===== config.mk =====
export PLATFORM = sky130hd
export DESIGN_NAME = nibble_serial_add_seq_flat
export DESIGN_NICKNAME = d
export VERILOG_FILES = /design/src/rtl/nibble_serial_add_seq_if.sv /design/src/rtl/nibble_serial_add_seq.sv /design/src/flat_wrapper.sv
export SDC_FILE = /design/constraint.sdc
export NUM_CORES = 1
export LEC_CHECK = 0
export CORE_MARGIN = 3
export CORE_UTILIZATION = 43
export CTS_CLUSTER_DIAMETER = 60
export DETAILED_ROUTE_END_ITERATION = 8
export GPL_TIMING_DRIVEN = 0
export HOLD_SLACK_MARGIN = 0.1
export PLACE_DENSITY_LB_ADDON = 0.25
export SLEW_MARGIN = 20
export SYNTH_ARGS = -nofsm -noshare
export SYNTH_HDL_FRONTEND = slang
export SYNTH_SLANG_ARGS = --single-unit

===== constraint.sdc =====
create_clock -name CLK -period 3.2 [get_ports CLK]
set_input_delay 0.96 -clock CLK [delete_from_list [all_inputs] [get_ports CLK]]
set_output_delay 0.96 -clock CLK [all_outputs]
set_load 0.03 [all_outputs]

===== src/rtl/nibble_serial_add_seq_if.sv =====
// Handshake and adder-core bus for nibble_serial_add_seq.
//   START/A/B     : requester -> sequencer (operands captured on accepted START)
//   BUSY/DONE/SUM : sequencer -> requester (SUM is WIDTH+1 bits, carry-out in MSB)
//   ADD_A/ADD_B   : sequencer -> external 4-bit carry-less adder core
//   ADD_SUM       : core -> sequencer, combinational ADD_A+ADD_B
// Modports: master (requester), slave (sequencer), core (adder).
interface nibble_serial_add_seq_if #(
  parameter int unsigned WIDTH = 16
);
  logic             START;
  logic [WIDTH-1:0] A;
  logic [WIDTH-1:0] B;
  logic             BUSY;
  logic             DONE;
  logic [WIDTH:0]   SUM;
  logic [3:0]       ADD_A;
  logic [3:0]       ADD_B;
  logic [4:0]       ADD_SUM;

  modport master (
    output START, A, B,
    input  BUSY, DONE, SUM
  );

  modport slave (
    input  START, A, B, ADD_SUM,
    output BUSY, DONE, SUM, ADD_A, ADD_B
  );

  modport core (
    input  ADD_A, ADD_B,
    output ADD_SUM
  );
endinterface


===== src/rtl/nibble_serial_add_seq.sv =====
// nibble_serial_add_seq
// Adds two WIDTH-bit unsigned operands, least-significant nibble first, by
// time-sharing one external 4-bit adder core that has no carry-in. Each nibble
// uses an operand pass (A_nib+B_nib) followed by a carry-fold pass
// (partial+cin).
// Ports:
//   CLK   : clock, rising edge
//   RESET : synchronous, active-high
//   bus   : nibble_serial_add_seq_if.slave (START/A/B in, BUSY/DONE/SUM out,
//           ADD_A/ADD_B to the core, ADD_SUM from the core)
// Build option:
//   CARRY_SKIP_EN : when defined, a nibble entered with cin=0 is finished in
//                   the operand pass and the carry-fold pass is skipped.
//                   SUM is identical in both builds; only latency differs.
module nibble_serial_add_seq #(
  parameter int unsigned WIDTH = 16
) (
  input logic                    CLK,
  input logic                    RESET,
  nibble_serial_add_seq_if.slave bus
);

  localparam int unsigned NIB   = WIDTH / 4;
  localparam int unsigned IDX_W = (NIB > 1) ? $clog2(NIB) : 1;
  localparam logic [IDX_W-1:0] LAST_IDX = IDX_W'(NIB - 1);

  typedef enum logic [1:0] {
    S_IDLE,
    S_ADD,
    S_CARRY,
    S_DONE
  } state_t;

  state_t state;
  state_t state_next;

  logic [NIB-1:0][3:0] a_r;
  logic [NIB-1:0][3:0] b_r;
  logic [NIB-1:0][3:0] sum_nib;
  logic                cout;
  logic [IDX_W-1:0]    idx;
  logic                cin;
  logic [4:0]          t;
  logic                busy_r;
  logic                done_r;
  logic [3:0]          add_a;
  logic [3:0]          add_b;
  logic                last_nib;
  logic                accept;

  assign last_nib = (idx == LAST_IDX);
  assign accept   = (state == S_IDLE) && bus.START;

  // State register.
  always_ff @(posedge CLK) begin
    if (RESET) begin
      state <= S_IDLE;
    end else begin
      state <= state_next;
    end
  end

  // Next state and core operand selection.
  always_comb begin
    state_next = state;
    add_a      = '0;
    add_b      = '0;
    unique case (state)
      S_IDLE: begin
        if (bus.START) begin
          state_next = S_ADD;
        end
      end
      S_ADD: begin
        add_a = a_r[idx];
        add_b = b_r[idx];
`ifdef CARRY_SKIP_EN
        if (!cin) begin
          state_next = last_nib ? S_DONE : S_ADD;
        end else begin
          state_next = S_CARRY;
        end
`else
        state_next = S_CARRY;
`endif
      end
      S_CARRY: begin
        add_a      = t[3:0];
        add_b      = {3'b000, cin};
        state_next = last_nib ? S_DONE : S_ADD;
      end
      S_DONE: begin
        state_next = S_IDLE;
      end
      default: begin
        state_next = S_IDLE;
      end
    endcase
  end

  // Operand capture and partial-sum register; no reset needed, every use is
  // preceded by a write in the same operation.
  always_ff @(posedge CLK) begin
    if (!RESET && accept) begin
      a_r <= bus.A;
      b_r <= bus.B;
    end
    if (!RESET && (state == S_ADD)) begin
      t <= bus.ADD_SUM;
    end
  end

  // Result, nibble index, carry and status flags.
  // BUSY/DONE are registered from the current state, so they trail the state
  // register by one cycle: DONE rises the cycle after the DONE state.
  always_ff @(posedge CLK) begin
    if (RESET) begin
      sum_nib <= '0;
      cout    <= 1'b0;
      idx     <= '0;
      cin     <= 1'b0;
      busy_r  <= 1'b0;
      done_r  <= 1'b0;
    end else begin
      busy_r <= (state == S_ADD) || (state == S_CARRY);
      done_r <= (state == S_DONE);
      unique case (state)
        S_IDLE: begin
          if (bus.START) begin
            idx     <= '0;
            cin     <= 1'b0;
            sum_nib <= '0;
            cout    <= 1'b0;
          end
        end
        S_ADD: begin
`ifdef CARRY_SKIP_EN
          if (!cin) begin
            sum_nib[idx] <= bus.ADD_SUM[3:0];
            cin          <= bus.ADD_SUM[4];
            if (last_nib) begin
              cout <= bus.ADD_SUM[4];
            end else begin
              idx <= idx + 1'b1;
            end
          end
`endif
        end
        S_CARRY: begin
          // t[4] and ADD_SUM[4] are mutually exclusive, so OR is the carry-out.
          sum_nib[idx] <= bus.ADD_SUM[3:0];
          cin          <= t[4] | bus.ADD_SUM[4];
          if (last_nib) begin
            cout <= t[4] | bus.ADD_SUM[4];
          end else begin
            idx <= idx + 1'b1;
          end
        end
        S_DONE: begin
        end
        default: begin
        end
      endcase
    end
  end

  assign bus.BUSY  = busy_r;
  assign bus.DONE  = done_r;
  assign bus.SUM   = {cout, sum_nib};
  assign bus.ADD_A = add_a;
  assign bus.ADD_B = add_b;

endmodule

===== src/flat_wrapper.sv =====
// flat-port wrapper written by rule: the top's interface ports become plain ports
module nibble_serial_add_seq_flat 
#(
  parameter int unsigned WIDTH = 16
)
  (CLK, RESET, bus_START, bus_A, bus_B, bus_ADD_SUM, bus_BUSY, bus_DONE, bus_SUM, bus_ADD_A, bus_ADD_B);
  nibble_serial_add_seq_if #(.WIDTH(WIDTH)) bus_i ();
  input logic CLK;
  input logic RESET;
  input wire logic [$bits(bus_i.START)-1:0] bus_START;
  input wire logic [$bits(bus_i.A)-1:0] bus_A;
  input wire logic [$bits(bus_i.B)-1:0] bus_B;
  input wire logic [$bits(bus_i.ADD_SUM)-1:0] bus_ADD_SUM;
  output wire logic [$bits(bus_i.BUSY)-1:0] bus_BUSY;
  output wire logic [$bits(bus_i.DONE)-1:0] bus_DONE;
  output wire logic [$bits(bus_i.SUM)-1:0] bus_SUM;
  output wire logic [$bits(bus_i.ADD_A)-1:0] bus_ADD_A;
  output wire logic [$bits(bus_i.ADD_B)-1:0] bus_ADD_B;
  assign bus_i.START = bus_START;
  assign bus_i.A = bus_A;
  assign bus_i.B = bus_B;
  assign bus_i.ADD_SUM = bus_ADD_SUM;
  assign bus_BUSY = bus_i.BUSY;
  assign bus_DONE = bus_i.DONE;
  assign bus_SUM = bus_i.SUM;
  assign bus_ADD_A = bus_i.ADD_A;
  assign bus_ADD_B = bus_i.ADD_B;
  nibble_serial_add_seq #(.WIDTH(WIDTH)) u_core (.CLK(CLK), .RESET(RESET), .bus(bus_i));
endmodule

; ---- Word-level counts from Yosys, hierarchy flattened
; Index checks and enable logic that the tools add are counted.
[word_totals]
regBits = 61
latch_bits = 0
mem_bits_rw = 0
mem_bits_ro = 0
input_bits = 40
output_inout_bits = 27
elab_cells = 62
mem_count = 0
[op_classes]
add_sub_neg = 1
n_mul = 0
div = 0
n_lt_le_gt_ge = 2
eq_ne = 7
shifts = 0
mux = 21
bitwise_logic = 1
reduce_logical = 11
[ops]
columns = cell, count
row1 = $pmux W16 S2, 1
row2 = $bmux W4 S2, 2
row3 = $bwmux W16, 1
row4 = $mux W16, 1
row5 = $pmux W4 S2, 2
row6 = $mux W4, 3
row7 = $demux W4 S2, 1
row8 = $mux W2, 4
row9 = $pmux W2 S4, 1
row10 = $eq A2 B2 Y1 const B, 3
row11 = $reduce_and A3 Y1, 2
row12 = $logic_and A1 B1 Y1, 4
row13 = $ne A2 B2 Y1 const B, 2
row14 = $pmux W1 S2, 2
row15 = $pmux W2 S2, 1
row16 = $lt A2 B3 Y1 const B, 1
row17 = $add A2 B1 Y2 const B, 1
row18 = $eq A2 B1 Y1 const B, 1
row19 = $ge A2 B1 Y1 const B, 1
row20 = $logic_not A2 Y1, 1
row21 = $mux W1, 2
row22 = $ne A2 B1 Y1 const B, 1
row23 = $reduce_and A2 Y1, 1
row24 = $reduce_bool A2 Y1, 1
row25 = 3 further kinds, 3

; ---- Depth between registers and ports, before layout
; Gate-level depths: netlist (run 1).
[logic_depth]
depth_word = 6
ltp_mapped = 7
mapped_depth_nobuf = 5

; ---- Worst setup path after synthesis (run 1)
; OpenSTA, ideal clock, no wires.
[synth_path]
kind = input -> register
startpoint = in RESET
endpoint = reg u_core.a_r[0] in the netlist's numbering, enable pin
setup_ns = 0.421
arrival_ns = 2.709
t_required_ns = 2.779
slack_ns = 0.069
cell_stages = 3
path_buffers = 2
path_cell_list = buf_4 > buf_1 > nor2_1
[synth_via]
elab_chain_cells = 2
[synth_lines]
columns = item, line_no
row1 = from (decl), flat_wrapper.sv:9  ; input logic RESET;
row2 = $logic_not A1 Y1, nibble_serial_add_seq.sv:104  ; if (!RESET && accept) begin
row3 = $logic_and A1 B1 Y1, nibble_serial_add_seq.sv:104
row4 = to (signal assigned), nibble_serial_add_seq.sv:105  ; a_r <= bus.A;
row5 = to (decl), nibble_serial_add_seq.sv:37  ; logic [NIB-1:0][3:0] a_r;
; Every way passes these cells.
; A chain may end at the register's enable or synchronous reset.

; ---- Worst setup path in the final report (run 1)
[layout_path]
startpoint = reg u_core.state[0]
endpoint = out bus_ADD_A[1]
[layout_via]
elab_chain_cells = 2
elab_cells_between_ends = 3
classes_between = eq/ne: 2 / mux: 1
[layout_lines]
columns = item, line_no
row1 = from (decl), nibble_serial_add_seq.sv:34  ; state_t state;
row2 = from (signal assigned), nibble_serial_add_seq.sv:59  ; state <= state_next;
row3 = $eq A2 B2 Y1 / $eq A2 B1 Y1 (equally long branches), nibble_serial_add_seq.sv:68  ; unique case (state)
row4 = $pmux W4 S2 *, nibble_serial_add_seq.sv:68
row5 = to (decl), flat_wrapper.sv:17  ; output wire logic [$bits(bus_i.ADD_A)-1:0] bus_ADD_A;
; Mark *: on every way between the ends. The rest lies on a longest branch, timed or not.

==> results of run 1 <==
-- per-layer routing --
| metal | track usage, % | wire length, um | up-vias |
|---|---|---|---|
| met2 | 27.2 | 2790 | 51 |
| met4 | 5.99 | 44 | 0 |
| met3 | 4.76 | 241 | 4 |
| met1 | 22.7 | 2670 | 838 |
| li1 | - | - | 822 |
| met5 | 0 | 0 | - |
-- cells in the final DEF (no fill, tap or decap), types with 5 or more instances in the layout --
master / count
sky130_fd_sc_hd__clkdlybuf4s50_1: 57
sky130_fd_sc_hd__edfxtp_1: 37
sky130_fd_sc_hd__dfxtp_1: 24
sky130_fd_sc_hd__o2bb2ai_1: 13
sky130_fd_sc_hd__nand2b_1: 12
sky130_fd_sc_hd__nand3_1: 9
sky130_fd_sc_hd__clkbuf_8: 9
sky130_fd_sc_hd__ha_1: 8
sky130_fd_sc_hd__nor2b_1: 7
sky130_fd_sc_hd__nand2_1: 6
sky130_fd_sc_hd__buf_2: 5
sky130_fd_sc_hd__mux2i_1: 5
sky130_fd_sc_hd__mux2_1: 5
sky130_fd_sc_hd__o311ai_1: 5
-- logic make-up (layout without fill, tap and decap cells) --
group                      count (synthesis)  count (layout)  share of synthesized area (%)
AOI/OAI and AO/OA                         36              36                           14.2
and+or+nand+nor                           44              44                           9.61
adders and majority gates                  9               9                           4.37
muxes                                     14              14                           7.33
DFF                                       61              61                           61.7
buffers and inverters                     12              94                           2.77
-- final cells by class --
type / count / area, um^2 / share of cell area (%)
buffer: 8 / 58.8 / 1.65
clock buffer: 10 / 128 / 3.59
clock inverter: 6 / 77.6 / 2.18
inverter: 4 / 15.0 / 0.422
multi-input combinational: 103 / 937 / 26.3
sequential: 61 / 1590 / 44.7
tap: 72 / 90.1 / 2.53
timing repair buffer: 66 / 661 / 18.6
-- timing repair --
action | in CTS | in global routing
resized for setup | 24 | 10
hold endpoints to repair | 0 | 0
pin swaps | 0 | 0
hold buffers | 0 | 0
endpoints found under the setup margin | 8 | 6
-- final timing paths --
check	startpoint	endpoint	depth (start not counted)
setup / recovery	u_core.state[0]$_SDFFE_PP0P_	bus_ADD_A[1]	7
hold reg to reg	u_core.bus.SUM[1]$_SDFFE_PP0P_	u_core.bus.SUM[1]$_SDFFE_PP0P_	1
setup reg to reg	u_core.state[0]$_SDFFE_PP0P_	u_core.bus.SUM[14]$_SDFFE_PP0P_	6
hold / removal	u_core.bus.SUM[1]$_SDFFE_PP0P_	u_core.bus.SUM[1]$_SDFFE_PP0P_	1
-- power groups by stage --
stage / Combinational, mW / Sequential (mW) / Clock, mW
floorplan: 0.169 / 0.919 / 0
global placement: 0.290 / 0.913 / 0
detailed placement: 0.302 / 0.914 / 0
CTS: 0.303 / 0.897 / 0.724
global route: 0.334 / 0.900 / 0.772
finish: 0.309 / 0.896 / 0.720
-- stage by stage --
stage | hold slack, ns | instances
3_3_place_gp | 0.453 | 313
4_1_cts | 0.466 | 330
3_5_place_dp | 0.447 | 314
6_report | 0.464 | 330
5_1_grt | 0.477 | 330
2_1_floorplan | 0.434 | 176
-- registers in the layout, summed over array words and instances, names as in the netlist --
name,cells
u_core.cin,1
u_core.b_r,16
u_core.a_r,16
u_core.cout,1
u_core.state,2
u_core.t,5
u_core.idx,2
u_core.bus.DONE,1
u_core.bus.SUM,16
u_core.bus.BUSY,1
==> results_dict.tcl, run 1 <==
set metrics [dict create \
    setup-tns-final_ns 0 \
    synth-edff-count 37 \
    minimum_period_implied_by_the_final_worst_setup_slack_ns 3.06 \
    sw_frac_of_total_pct 24.5 \
    synth_cell_type_count 34 \
    fin_area_mm2 0.00356 \
    unrepaired_setup_endpoints_after_global_routing "no" \
    chipHeight_um 83.4 \
    cts_tree "done" \
    placementRows 27 \
    internal-power_mw 1.45 \
    post_synth_main_area_contributors "sky130_fd_sc_hd__edfxtp_1, sky130_fd_sc_hd__dfxtp_1, sky130_fd_sc_hd__o2bb2ai_1" \
    p_leak_nw 1.21 \
    top_post_synthesis_cells_by_count "sky130_fd_sc_hd__edfxtp_1, sky130_fd_sc_hd__dfxtp_1, sky130_fd_sc_hd__o2bb2ai_1, sky130_fd_sc_hd__nand2b_1" \
    timing.critical_path.from_type "register" \
    areaGrowthSynthToFinish_pct 38.1 \
    die_area_mm2 0.00696 \
    setup_ws_ns 0.138 \
    power_density_over_the_cells_mw_per_mm2 541 \
    global_route.usage.total_pct 17.2 \
    total_power_mw 1.93 \
    slew-limit-headroom_pct 66.8 \
    core_mm2 0.00564 \
    wire_per_inst_um 17.4 \
    hold_viol 0 \
    crit_arrival_ns 2.10 \
    grt_first_pass_wirelength_mm 9.25 \
    post_synthesis_instance_area_mm2 0.00258 \
    critPathTopFamily "buffers and inverters" \
    cts_setup_buffers 0 \
    syn-num-nets 225 \
    final_antenna_net_count 0 \
    setup-violations-final 0 \
    pre_cts_ws_ns -0.0892 \
    grt-ovfl-total 0 \
    most_common_flop_cell_mapped_by_yosys "sky130_fd_sc_hd__edfxtp_1" \
    detailedPlacementHpwl_mm 4.07 \
    num_antenna_cells 0 \
    slowest_stage_cell_crit_path "sky130_fd_sc_hd__dfxtp_1" \
    final_core_utilization_pct 63.1 \
    worst_slew_pin_slew_ns 0.498 \
    slack_of_the_worst_reg_to_reg_path_ns 1.44 \
    timing.critical_path.to_type "primary output" \
    netlist.top_cell.by_area "sky130_fd_sc_hd__edfxtp_1" \
    max_cap_viols 0 \
    clkPwrFrac_pct 37.4 \
    io-pin-count 67 \
    synth-async-reset-ratio_pct 0 \
    grt_start_max_net_pins 21 \
    final_layout_size_suffix_gt1_share_pct 16.3 \
    filler_cell_count 430 \
    cts_root_buffer "sky130_fd_sc_hd__clkbuf_8" \
    drt_pass_1_iters 4 \
    portBuffers 65 \
    path_buf_inv 4 \
    switching_power_mw 0.472 \
    cts.sinks 61 \
    nNetsFinal 302 \
    via_per_inst 5.20 \
    route.vias.total 1715 \
    clkSlewWorstSetupHoldPaths_ns 0.07 \
    critical_path.max_stage_delay_ns 0.35 \
    outcome "finished clean" \
    grt_pass1_vias 1767 \
    combPwrFrac_pct 16.1 \
    min_period_over_period_pct 95.7 \
    worst_clock_skew_ns 0.00832 \
    dpl-instance-area_mm2 0.00335 \
    synthesis.yosys.warnings 0 \
    worstHoldPathType "reg -> reg" \
    sequentialPowerShare_pct 46.6 \
    critical_path_required_ns 2.24 \
    finalWirelength_mm 5.75 \
    yosys.area.top_type_share_pct 43.1 \
    crit_path_cell_trace "inv_1 > ha_1 > buf_2 > clkbuf_4 > nand3_1 > o311ai_1 > clkdlybuf4s15_2" \
    drcViolationCount 0 \
    clock_latency_ns 0.33 \
    initial_core_util_pct 45.7 \
    yosysSeqAreaShare_pct 61.7 \
    drt_first_iter_violations 196 \
    numCtsBuffers 9 \
    report.final.slew_viol_count 0 \
    worst-setup-path-type "reg -> out" \
    syn-mean-instance-area_um2 14.6 \
    gpl.final_weighted_congestion 0.756 \
    htree_num_levels 3 \
    ctsLongestPathBuffers 2 \
    max_freq_ghz 0.327 \
    die-width_um 83.4 \
    vdd_ir_drop_max_v 0.000379 \
    ys_seq_elements 61 \
    yosys.cell_count.top_type "sky130_fd_sc_hd__edfxtp_1" \
    number_of_antenna_violations_at_the_first_check_in_global_routing 0 \
    synth_cells 176 \
    worst-path-max-fanout 10 \
]
No activity file was read; power rests on OpenSTA's default activity.
==> inputs of run 2 (changes only) <==
--- a/config.mk
+++ b/config.mk
@@ -9,7 +9,7 @@
 export CORE_UTILIZATION = 43
 export CTS_CLUSTER_DIAMETER = 60
 export DETAILED_ROUTE_END_ITERATION = 8
-export GPL_TIMING_DRIVEN = 0
+export GPL_TIMING_DRIVEN = 1
 export HOLD_SLACK_MARGIN = 0.1
 export PLACE_DENSITY_LB_ADDON = 0.25
 export SLEW_MARGIN = 20
==> results_dict.tcl, run 2 (synthesis results as in run 1) <==
set metrics [dict create \
    setup_ws_ns 0.129 \
    switching_power_mw 0.457 \
    io-pin-count 67 \
    slew-limit-headroom_pct 58.5 \
    cts_tree "done" \
    grt_pass1_vias 1716 \
    hold_viol 0 \
    pre_cts_ws_ns 0.173 \
    max_cap_viols 0 \
    report.final.slew_viol_count 0 \
    wire_per_inst_um 16.5 \
    worst_clock_skew_ns 0.00628 \
    critical_path_required_ns 2.24 \
    final.hold.worst_slack_ns 0.465 \
    filler_cell_count 442 \
    cts.sinks 61 \
    detailedPlacementHpwl_mm 3.80 \
    ctsLongestPathBuffers 2 \
    hold_fix_buffers_at_cts 0 \
    route.vias.total 1695 \
    outcome "finished clean" \
    minimum_period_implied_by_the_final_worst_setup_slack_ns 3.07 \
    nNetsFinal 301 \
    drt_first_iter_violations 47 \
    power_density_over_the_cells_mw_per_mm2 557 \
    clkSlewWorstSetupHoldPaths_ns 0.06 \
    finalWirelength_mm 5.43 \
    setup-violations-final 0 \
    p_leak_nw 1.22 \
    cts_root_buffer "sky130_fd_sc_hd__clkbuf_8" \
    final_layout_size_suffix_gt1_share_pct 15.2 \
    internal-power_mw 1.53 \
    sw_frac_of_total_pct 23.0 \
    max_freq_ghz 0.326 \
    die-width_um 83.4 \
    cts_setup_buffers 0 \
    via_per_inst 5.15 \
    worst-setup-path-type "reg -> out" \
    setup-tns-final_ns 0 \
    gpl.final_weighted_congestion 0.748 \
    numCtsBuffers 9 \
    unrepaired_setup_endpoints_after_global_routing "no" \
    crit_arrival_ns 2.11 \
    clkPwrFrac_pct 40.0 \
    worst_slew_pin_slew_ns 0.620 \
    vdd_ir_drop_max_v 0.000368 \
    num_antenna_cells 0 \
    grt_first_pass_wirelength_mm 8.74 \
    die_area_mm2 0.00696 \
    drt_pass_1_iters 4 \
    sequentialPowerShare_pct 45.1 \
    placementRows 27 \
    areaGrowthSynthToFinish_pct 38.3 \
    grt-ovfl-total 0 \
    final_antenna_net_count 0 \
    clock_latency_ns 0.34 \
    portBuffers 66 \
    met1Wirelength_mm 2.42 \
    drcViolationCount 0 \
    number_of_antenna_violations_at_the_first_check_in_global_routing 0 \
    timing.critical_path.to_type "primary output" \
    combPwrFrac_pct 14.9 \
    layout_common_cells "sky130_fd_sc_hd__clkdlybuf4s50_1, sky130_fd_sc_hd__edfxtp_1, sky130_fd_sc_hd__dfxtp_1, sky130_fd_sc_hd__o2bb2ai_1, sky130_fd_sc_hd__nand2b_1" \
    detail_route_met2_wl_mm 2.53 \
    grt_start_max_net_pins 33 \
    fin_area_mm2 0.00357 \
    htree_num_levels 3 \
    worst-path-max-fanout 8 \
    global_route.usage.total_pct 16.4 \
    core_mm2 0.00564 \
    initial_core_util_pct 45.7 \
    met3RoutedLength_um 381 \
    min_period_over_period_pct 96.0 \
    chipHeight_um 83.4 \
    mostFrequentLayoutCell "sky130_fd_sc_hd__clkdlybuf4s50_1" \
    worstHoldPathType "reg -> reg" \
    dpl-instance-area_mm2 0.00333 \
    timing.critical_path.from_type "register" \
    top_layer_used "met4" \
]
-- run 2: what timing repair did --
action,CTS,global route
setup endpoints to repair,5,5
gates resized for setup,5,2
hold endpoints to repair,0,0
-- run 2: metal layers --
metal | track usage, % | vias up
met2 | 24.1 | 57
met4 | 7.31 | 0
met1 | 21.2 | 807
met5 | 0 | -
met3 | 6.65 | 10
li1 | - | 821
-- run 2: stage by stage --
step                total power, mW  utilization [%]  std cells
floorplan                      1.09                -        176
global placement               1.21             59.1        313
detailed placement             1.21             59.1        313
CTS                            2.00             63.0        329
global route                   2.07             63.2        329
finish                         1.99             63.2        329
-- run 2: worst paths after layout --
path,start,endpoint,slack (ns),cells after the start
max reg2reg,u_core.state[0]$_SDFFE_PP0P_,u_core.bus.SUM[14]$_SDFFE_PP0P_,1.38,6
max,u_core.state[1]$_SDFFE_PP0P_,bus_ADD_A[0],0.13,6
min reg2reg,u_core.bus.SUM[13]$_SDFFE_PP0P_,u_core.bus.SUM[13]$_SDFFE_PP0P_,0.47,1
min,u_core.bus.SUM[13]$_SDFFE_PP0P_,u_core.bus.SUM[13]$_SDFFE_PP0P_,0.47,1
-- run 2: power groups by stage --
stage          registers [mW]  logic [mW]  clock network, mW
2_1_floorplan           0.919       0.169                  0
3_3_place_gp            0.911       0.295                  0
3_5_place_dp            0.913       0.297                  0
4_1_cts                 0.896       0.295              0.810
5_1_grt                 0.899       0.317              0.853
6_report                0.896       0.296              0.796
-- run 2: area by class of cell --
class | count | area (um^2) | area share [%]
flip-flops and latches | 61 | 1590 | 44.6
multi-input cells | 103 | 927 | 26.0
repair buffers | 73 | 712 | 20.0
clock buffers | 11 | 131 | 3.68
clock inverters | 5 | 98.8 | 2.77
well taps | 72 | 90.1 | 2.53
inverters | 4 | 15.0 | 0.421
-- run 2: critical path: stages, from the launching register on --
cell                       delay (ns)
sky130_fd_sc_hd__dfxtp_1         0.38
sky130_fd_sc_hd__inv_1           0.11
sky130_fd_sc_hd__ha_2            0.41
sky130_fd_sc_hd__nand2_1         0.13
sky130_fd_sc_hd__buf_4           0.18
sky130_fd_sc_hd__o311ai_1        0.33
sky130_fd_sc_hd__buf_4           0.23
